**src/rtl/btn_evt_serializer_pkg.sv**
```systemverilog
// Shared constants and helpers for the button event serializer.
//   ASCII_PRESS_BASE / ASCII_RELEASE_BASE : event bytes in ASCII mode
//   RAW_STATE_BIT / RAW_IDX_MSB           : bit layout of raw-mode bytes
//   scan_state_e                          : scanner FSM states
//   encode_evt()                          : (index, level) -> event byte
package btn_evt_serializer_pkg;

  localparam logic [7:0] ASCII_PRESS_BASE   = 8'h41;
  localparam logic [7:0] ASCII_RELEASE_BASE = 8'h61;
  localparam int         RAW_STATE_BIT      = 7;
  localparam int         RAW_IDX_MSB        = 6;

  typedef enum logic {
    ST_IDLE = 1'b0,
    ST_SCAN = 1'b1
  } scan_state_e;

  function automatic logic [7:0] encode_evt(input logic [RAW_IDX_MSB:0] idx,
                                            input logic                 pressed,
                                            input logic                 ascii);
    logic [7:0] b;
    if (ascii) begin
      b = (pressed ? ASCII_PRESS_BASE : ASCII_RELEASE_BASE) + {1'b0, idx};
    end else begin
      b = '0;
      b[RAW_STATE_BIT]   = pressed;
      b[RAW_IDX_MSB:0]   = idx;
    end
    return b;
  endfunction

endpackage

```
**src/rtl/btn_evt_serializer_if.sv**
```systemverilog
// Report input, event byte stream and status/overflow signals of the
// button event serializer.
//   master : report source / byte consumer (drives rpt_*, out_ack, ovf_clr)
//   slave  : the serializer
interface btn_evt_serializer_if #(
  parameter int N_BTN = 16
);
  logic [N_BTN-1:0] rpt_state;
  logic [N_BTN-1:0] rpt_change;
  logic             rpt_stb;
  logic [7:0]       out_data;
  logic             out_valid;
  logic             out_ack;
  logic             busy;
  logic             ovf;
  logic             ovf_clr;

  modport master (
    output rpt_state, rpt_change, rpt_stb, out_ack, ovf_clr,
    input  out_data, out_valid, busy, ovf
  );

  modport slave (
    input  rpt_state, rpt_change, rpt_stb, out_ack, ovf_clr,
    output out_data, out_valid, busy, ovf
  );
endinterface

```
**src/rtl/btn_evt_fifo.sv**
```systemverilog
// 8-bit first-word-fall-through synchronous FIFO, count based.
//   clk, rst          : clock, async active-high reset
//   wr_data, wr_ena   : push (ignored when full)
//   full              : count == DEPTH
//   rd_data, rd_ena   : head word (0 when empty), pop (ignored when empty)
//   empty             : count == 0
module btn_evt_fifo #(
  parameter int DEPTH = 16
) (
  input  logic       clk,
  input  logic       rst,
  input  logic [7:0] wr_data,
  input  logic       wr_ena,
  output logic       full,
  output logic [7:0] rd_data,
  input  logic       rd_ena,
  output logic       empty
);
  localparam int AW = $clog2(DEPTH);

  logic [7:0]  mem [DEPTH];
  logic [AW-1:0] wr_ptr, rd_ptr;
  logic [AW:0]   count;
  logic          wr_ok, rd_ok;

  assign full    = (count == (AW+1)'(DEPTH));
  assign empty   = (count == '0);
  // full is taken from the current count, so a same-cycle pop cannot
  // make room for a push
  assign wr_ok   = wr_ena & ~full;
  assign rd_ok   = rd_ena & ~empty;
  assign rd_data = empty ? 8'h00 : mem[rd_ptr];

  always_ff @(posedge clk) begin
    if (wr_ok) mem[wr_ptr] <= wr_data;
  end

  // DEPTH is a power of two, so the pointers wrap by plain overflow
  always_ff @(posedge clk or posedge rst) begin
    if (rst) begin
      wr_ptr <= '0;
      rd_ptr <= '0;
      count  <= '0;
    end else begin
      if (wr_ok) wr_ptr <= wr_ptr + 1'b1;
      if (rd_ok) rd_ptr <= rd_ptr + 1'b1;
      case ({wr_ok, rd_ok})
        2'b10:   count <= count + 1'b1;
        2'b01:   count <= count - 1'b1;
        default: count <= count;
      endcase
    end
  end
endmodule

```
**src/rtl/btn_evt_serializer.sv**
```systemverilog
// Button event serializer: turns state/change reports into one byte per
// changed button, buffered in a FIFO and presented on a valid/ack stream.
//   clk, rst : clock, async active-high reset
//   bus      : report input, byte stream, busy, sticky ovf / ovf_clr
//
//   state   | meaning
//   IDLE    | no pending report, new reports are captured
//   SCAN    | emitting one event per cycle from the pending change bits
module btn_evt_serializer
  import btn_evt_serializer_pkg::*;
#(
  parameter int N_BTN      = 16,
  parameter int FIFO_DEPTH = 16,
  parameter int ASCII      = 1
) (
  input  logic                 clk,
  input  logic                 rst,
  btn_evt_serializer_if.slave  bus
);

  function automatic logic [RAW_IDX_MSB:0] lowest_set(input logic [N_BTN-1:0] v);
    logic [RAW_IDX_MSB:0] idx;
    idx = '0;
    for (int i = N_BTN - 1; i >= 0; i--) begin
      if (v[i]) idx = (RAW_IDX_MSB+1)'(i);
    end
    return idx;
  endfunction

  scan_state_e          state_q, state_d;
  logic [N_BTN-1:0]     pend_state_q, pend_state_d;
  logic [N_BTN-1:0]     pend_chg_q, pend_chg_d;
  logic [N_BTN-1:0]     cur_mask, chg_rest;
  logic [RAW_IDX_MSB:0] cur_idx;
  logic                 cur_pressed;
  logic [7:0]           evt_byte;
  logic                 has_change, capture, drop, push;
  logic                 fifo_full, fifo_empty;
  logic                 ovf_q;

  assign has_change  = |bus.rpt_change;
  assign capture     = bus.rpt_stb & has_change & (state_q == ST_IDLE);
  assign drop        = bus.rpt_stb & has_change & (state_q == ST_SCAN);

  assign cur_idx     = lowest_set(pend_chg_q);
  assign cur_mask    = N_BTN'(1) << cur_idx;
  assign chg_rest    = pend_chg_q & ~cur_mask;
  assign cur_pressed = |(pend_state_q & cur_mask);
  assign evt_byte    = encode_evt(cur_idx, cur_pressed, ASCII != 0);

  always_ff @(posedge clk or posedge rst) begin
    if (rst) begin
      state_q      <= ST_IDLE;
      pend_state_q <= '0;
      pend_chg_q   <= '0;
      ovf_q        <= 1'b0;
    end else begin
      state_q      <= state_d;
      pend_state_q <= pend_state_d;
      pend_chg_q   <= pend_chg_d;
      // a drop in the same cycle as a clear keeps the flag set
      ovf_q        <= drop | (ovf_q & ~bus.ovf_clr);
    end
  end

  always_comb begin
    state_d      = state_q;
    pend_state_d = pend_state_q;
    pend_chg_d   = pend_chg_q;
    push         = 1'b0;
    case (state_q)
      ST_IDLE: begin
        if (capture) begin
          state_d      = ST_SCAN;
          pend_state_d = bus.rpt_state;
          pend_chg_d   = bus.rpt_change;
        end
      end
      ST_SCAN: begin
        // stall rather than drop while the FIFO is full
        if (!fifo_full) begin
          push       = 1'b1;
          pend_chg_d = chg_rest;
          if (chg_rest == '0) state_d = ST_IDLE;
        end
      end
      default: state_d = ST_IDLE;
    endcase
  end

  btn_evt_fifo #(.DEPTH(FIFO_DEPTH)) u_fifo (
    .clk     (clk),
    .rst     (rst),
    .wr_data (evt_byte),
    .wr_ena  (push),
    .full    (fifo_full),
    .rd_data (bus.out_data),
    .rd_ena  (bus.out_ack),
    .empty   (fifo_empty)
  );

  assign bus.out_valid = ~fifo_empty;
  assign bus.busy      = (state_q == ST_SCAN);
  assign bus.ovf       = ovf_q;

endmodule

```
**src/flat_wrapper.sv**
```systemverilog
// flat-port wrapper written by rule: the top's interface ports become plain ports
module btn_evt_serializer_flat import btn_evt_serializer_pkg::*;
#(
  parameter int N_BTN      = 16,
  parameter int FIFO_DEPTH = 16,
  parameter int ASCII      = 1
)
  (clk, rst, bus_rpt_state, bus_rpt_change, bus_rpt_stb, bus_out_ack, bus_ovf_clr, bus_out_data, bus_out_valid, bus_busy, bus_ovf);
  btn_evt_serializer_if #(.N_BTN(N_BTN)) bus_i ();
  input  logic clk;
  input  logic rst;
  input wire logic [$bits(bus_i.rpt_state)-1:0] bus_rpt_state;
  input wire logic [$bits(bus_i.rpt_change)-1:0] bus_rpt_change;
  input wire logic [$bits(bus_i.rpt_stb)-1:0] bus_rpt_stb;
  input wire logic [$bits(bus_i.out_ack)-1:0] bus_out_ack;
  input wire logic [$bits(bus_i.ovf_clr)-1:0] bus_ovf_clr;
  output wire logic [$bits(bus_i.out_data)-1:0] bus_out_data;
  output wire logic [$bits(bus_i.out_valid)-1:0] bus_out_valid;
  output wire logic [$bits(bus_i.busy)-1:0] bus_busy;
  output wire logic [$bits(bus_i.ovf)-1:0] bus_ovf;
  assign bus_i.rpt_state = bus_rpt_state;
  assign bus_i.rpt_change = bus_rpt_change;
  assign bus_i.rpt_stb = bus_rpt_stb;
  assign bus_i.out_ack = bus_out_ack;
  assign bus_i.ovf_clr = bus_ovf_clr;
  assign bus_out_data = bus_i.out_data;
  assign bus_out_valid = bus_i.out_valid;
  assign bus_busy = bus_i.busy;
  assign bus_ovf = bus_i.ovf;
  btn_evt_serializer #(.N_BTN(N_BTN), .FIFO_DEPTH(FIFO_DEPTH), .ASCII(ASCII)) u_core (.clk(clk), .rst(rst), .bus(bus_i));
endmodule
```
**config.mk**
```make
export PLATFORM = sky130hd
export DESIGN_NAME = btn_evt_serializer_flat
export DESIGN_NICKNAME = d
export VERILOG_FILES = /design/src/rtl/btn_evt_serializer_pkg.sv /design/src/rtl/btn_evt_serializer_if.sv /design/src/rtl/btn_evt_fifo.sv /design/src/rtl/btn_evt_serializer.sv /design/src/flat_wrapper.sv
export SDC_FILE = /design/constraint.sdc
export NUM_CORES = 1
export LEC_CHECK = 0
export BUFFER_PORTS_ARGS = -buffer_cell sky130_fd_sc_hd__buf_2
export CAP_MARGIN = 20
export CORE_ASPECT_RATIO = 0.9
export CORE_MARGIN = 1
export CORE_UTILIZATION = 50
export CTS_BUF_LIST = sky130_fd_sc_hd__clkbuf_2 sky130_fd_sc_hd__clkbuf_4 sky130_fd_sc_hd__clkbuf_8
export DETAILED_ROUTE_END_ITERATION = 6
export GPL_TIMING_DRIVEN = 0
export PLACE_DENSITY = 0.76
export SETUP_SLACK_MARGIN = 0.4
export SLEW_MARGIN = 15
export SYNTH_ARGS = -nofsm -noshare
export SYNTH_HDL_FRONTEND = slang
export SYNTH_HIERARCHICAL = 1
export SYNTH_SLANG_ARGS = --single-unit
```
**constraint.sdc**
```tcl
create_clock -name clk -period 4.5 [get_ports clk]
set_clock_uncertainty 0.15 [all_clocks]
set_input_delay 0.45 -clock clk [delete_from_list [all_inputs] [get_ports clk]]
set_output_delay 0.45 -clock clk [all_outputs]
set_load 0.05 [all_outputs]
```
==> metrics <==
status=finished clean; buffers added on ports=47; Worst Hold Class=primary input to register; Synth area leader=edfxtp_1; PD cells=828 nW/µm²; XOR/XNOR share of the synthesized area=0.0109; First DRT Iteration DRCs=472; die height=122 µm; Worst-path clk slew=0.09 ns; hold slack=0.0495 ns; most common cell in the netlist=edfxtp_1; Multi-input gate area=2940 µm²; Crit path required time=4.69 ns; number of routed nets with antenna violations=0; worst-margin pin slew=0.948 ns; die width=136 µm; register area=5020 µm²; power share of the combinational group=0.478; critical path arrival=4.03 ns; DR vias=5024; largest net degree at the start of global routing=35; share of layout cells above drive strength 1=0.251; number of distinct library cells after synthesis=65; post-layout net count=694; Pre-antenna DRT Iters=5; antenna violations before repair=0; TNS Setup=0 ns; Synth Area in Simple Gates=0.0730; DP HPWL=11900 µm; Avg Inst Size Synth=14.9 µm²; CP Buf/Inv Count=4; Yosys reg bits=175; maximum vdd drop=0.542 mV; Total GRT Usage=0.225; Die ar.=16600 µm²; WL final=17300 µm; Slowest Stage Delay on Critical Path=0.38 ns; Max Root-Sink Buffers=2; Worst-Skew Late Latency=0.46 ns; CP max-delay cell=a2111o_1; grt total ovfl=0; Worst Setup Start Kind=register; RSZ-0062 raised after global routing=no; first-pass GRT wire length=27300 µm; top cell types by occurrence after synthesis=edfxtp_1 (128), dfrtp_1 (47), nand2_1 (38); Post-Synth Adder-Cell Area=0.0202; sequential power share=0.370; Cell Int Power=4.51 mW; FMAX=260 MHz; largest delay contributor family on the critical path=simple AND/OR/NAND/NOR gates; # rows=43; Rel. slew slack=0.366; Vias/cell=5.85; sequential area share after synthesis=0.623; fin crit share=0.855; placed insts=822; Root Buffer=clkbuf_8; Leak=3.51 nW; Post-Synthesis Cells=542; mux share of post-synthesis cell area=0.146; DRC viols=0; Core ar.=15500 µm²; clock sink count=175; max-slew violations=0; sw power=3.11 mW; io pins=48; number of synthesized flops with an enable pin=128; number of diodes=0; Num CTS Buffers=17; largest family of logic cells by synthesized area=multiplexers; Compound-Gate Fraction of Synth Area=0.0926; Post-synth ARST share=0.269; Warnings, synthesis=6; total power=7.63 mW; Area growth syn-to-layout=14.4%; top-area cell type share of the netlist area=0.477; htree depth=4; Final min period=3.85 ns; mapped cell area=8050 µm²; CTS tree=yes; final hold violations=0; Clock power frac=0.152; CP cell instances=buf_2, nor4_4, and2_4, nand2b_2, inv_1, a21boi_4, inv_1, ha_1, clkbuf_2, xor2_1, ha_1, o211ai_1, nor4bb_1, a2111o_1, or3_1; Max-cap violations=0; Switching Share=0.408; crit path kind=register to register; top cells by area, synth=edfxtp_1 (48%), dfrtp_1 (15%), mux4_1 (5.9%), mux4_2 (3.9%), mux2_2 (3.8%); crit end category=register; vias in the first global route=4949; gpl congestion=0.928; Top FF cell, synth=edfxtp_1; Wirelength per Cell=20.1 µm; worst-path fanout max=10; # setup viols final=0; fin cells=859; filler cell count in the final layout=1191; R2R Setup Slk=0.65 ns; Initial Utilization=0.518
-- per-layer routing --
| layer | global-route usage | vias up | wire length (µm) |
|---|---|---|---|
| met5 | 0 | - | 0 |
| met4 | 0.0604 | 0 | 299 |
| met3 | 0.0446 | 33 | 995 |
| met2 | 0.364 | 183 | 8500 |
| met1 | 0.312 | 2514 | 7490 |
| li1 | - | 2294 | - |
-- layout make-up --
type,count,share of cell area
Multi-Input combinational cell,344,0.319
Inverter,22,0.00897
Timing Repair Buffer,53,0.0323
Tap cell,202,0.0274
Sequential cell,175,0.545
Buffer,31,0.0204
Clock buffer,18,0.0269
Clock inverter,14,0.0196
-- cell usage in the layout, fill, tap and decap left out, types with 7 or more instances in the layout --
| master | Yosys | final |
|---|---|---|
| clkbuf_1 | 11 | 9 |
| inv_1 | 22 | 21 |
| a21oi_1 | 27 | 27 |
| edfxtp_1 | 128 | 128 |
| or4_1 | 8 | 8 |
| mux2i_1 | 8 | 8 |
| conb_1 | 2 | 32 |
| mux4_2 | 14 | 14 |
| o21ai_0 | 23 | 23 |
| mux4_1 | 18 | 18 |
| clkbuf_8 | 0 | 18 |
| ha_1 | 13 | 13 |
| dfrtp_1 | 47 | 47 |
| buf_2 | 9 | 56 |
| nor2_1 | 28 | 28 |
| xnor2_1 | 7 | 7 |
| o211ai_1 | 9 | 9 |
| mux2_2 | 27 | 27 |
| nand2_1 | 38 | 38 |
-- stage by stage --
stage | utilization | worst slack (ns) | area (µm²)
after detailed placement | 0.559 | 0.0765 | 8680
after floorplan | - | 0.791 | 8160
after CTS | 0.589 | 0.492 | 9160
after global placement | 0.556 | 0.199 | 8650
final | 0.592 | 0.653 | 9210
after global routing | 0.592 | 0.432 | 9210
-- final timing paths --
path	start	endpoint	depth (start not counted)
max	u_core/u_fifo/count[2]	u_core/u_fifo/count[4]	15
min	bus_rpt_change[1]	u_core/pend_chg_q[1]	3
max reg2reg	u_core/u_fifo/count[2]	u_core/u_fifo/count[4]	15
min reg2reg	u_core/pend_state_q[2]	u_core/pend_state_q[2]	1
max in group asynchronous	rst	u_core/pend_state_q[0]	3
min in group asynchronous	rst	u_core/u_fifo/count[0]	3
-- logic make-up after synthesis --
group / after synthesis
AO/OA/AOI/OAI: 109
XOR/XNOR: 10
adder cells (fa/ha/maj): 13
buffers and inverters: 53
flip-flops: 175
multiplexers: 67
other: 2
AND/OR/NAND/NOR: 113
-- power by group through the flow --
stage                     sequential [mW]  combinational, mW  clock (mW)
final                                2.82               3.65        1.16
after detailed placement             2.86               3.45           0
after global placement               2.82               3.30           0
after global routing                 2.87               3.93        1.24
after CTS                            2.82               3.51        1.18
after floorplan                      2.78               2.49           0
-- flip-flops by register name (all words and copies together), names as in the netlist --
name	cells
u_core/bus.busy	1
u_core/bus.ovf	1
u_core/pend_chg_q	16
u_core/pend_state_q	16
u_core/u_fifo/count	5
u_core/u_fifo/mem	128
u_core/u_fifo/rd_ptr	4
u_core/u_fifo/wr_ptr	4
-- repair_timing --
action                                 CTS  global route
buffers inserted                         0             3
hold buffers                             2             0
endpoints found under the hold margin   48             0
gates resized for setup                  6             4
pin swaps                                0             1
setup endpoints to repair               17            17
-- tightest hold or removal path, cell delays in order --
cell     delay (ns)
buf_2          0.08
nand2_1        0.04
nand2_1        0.05
Note: power is estimated with default switching activity, not from simulation.
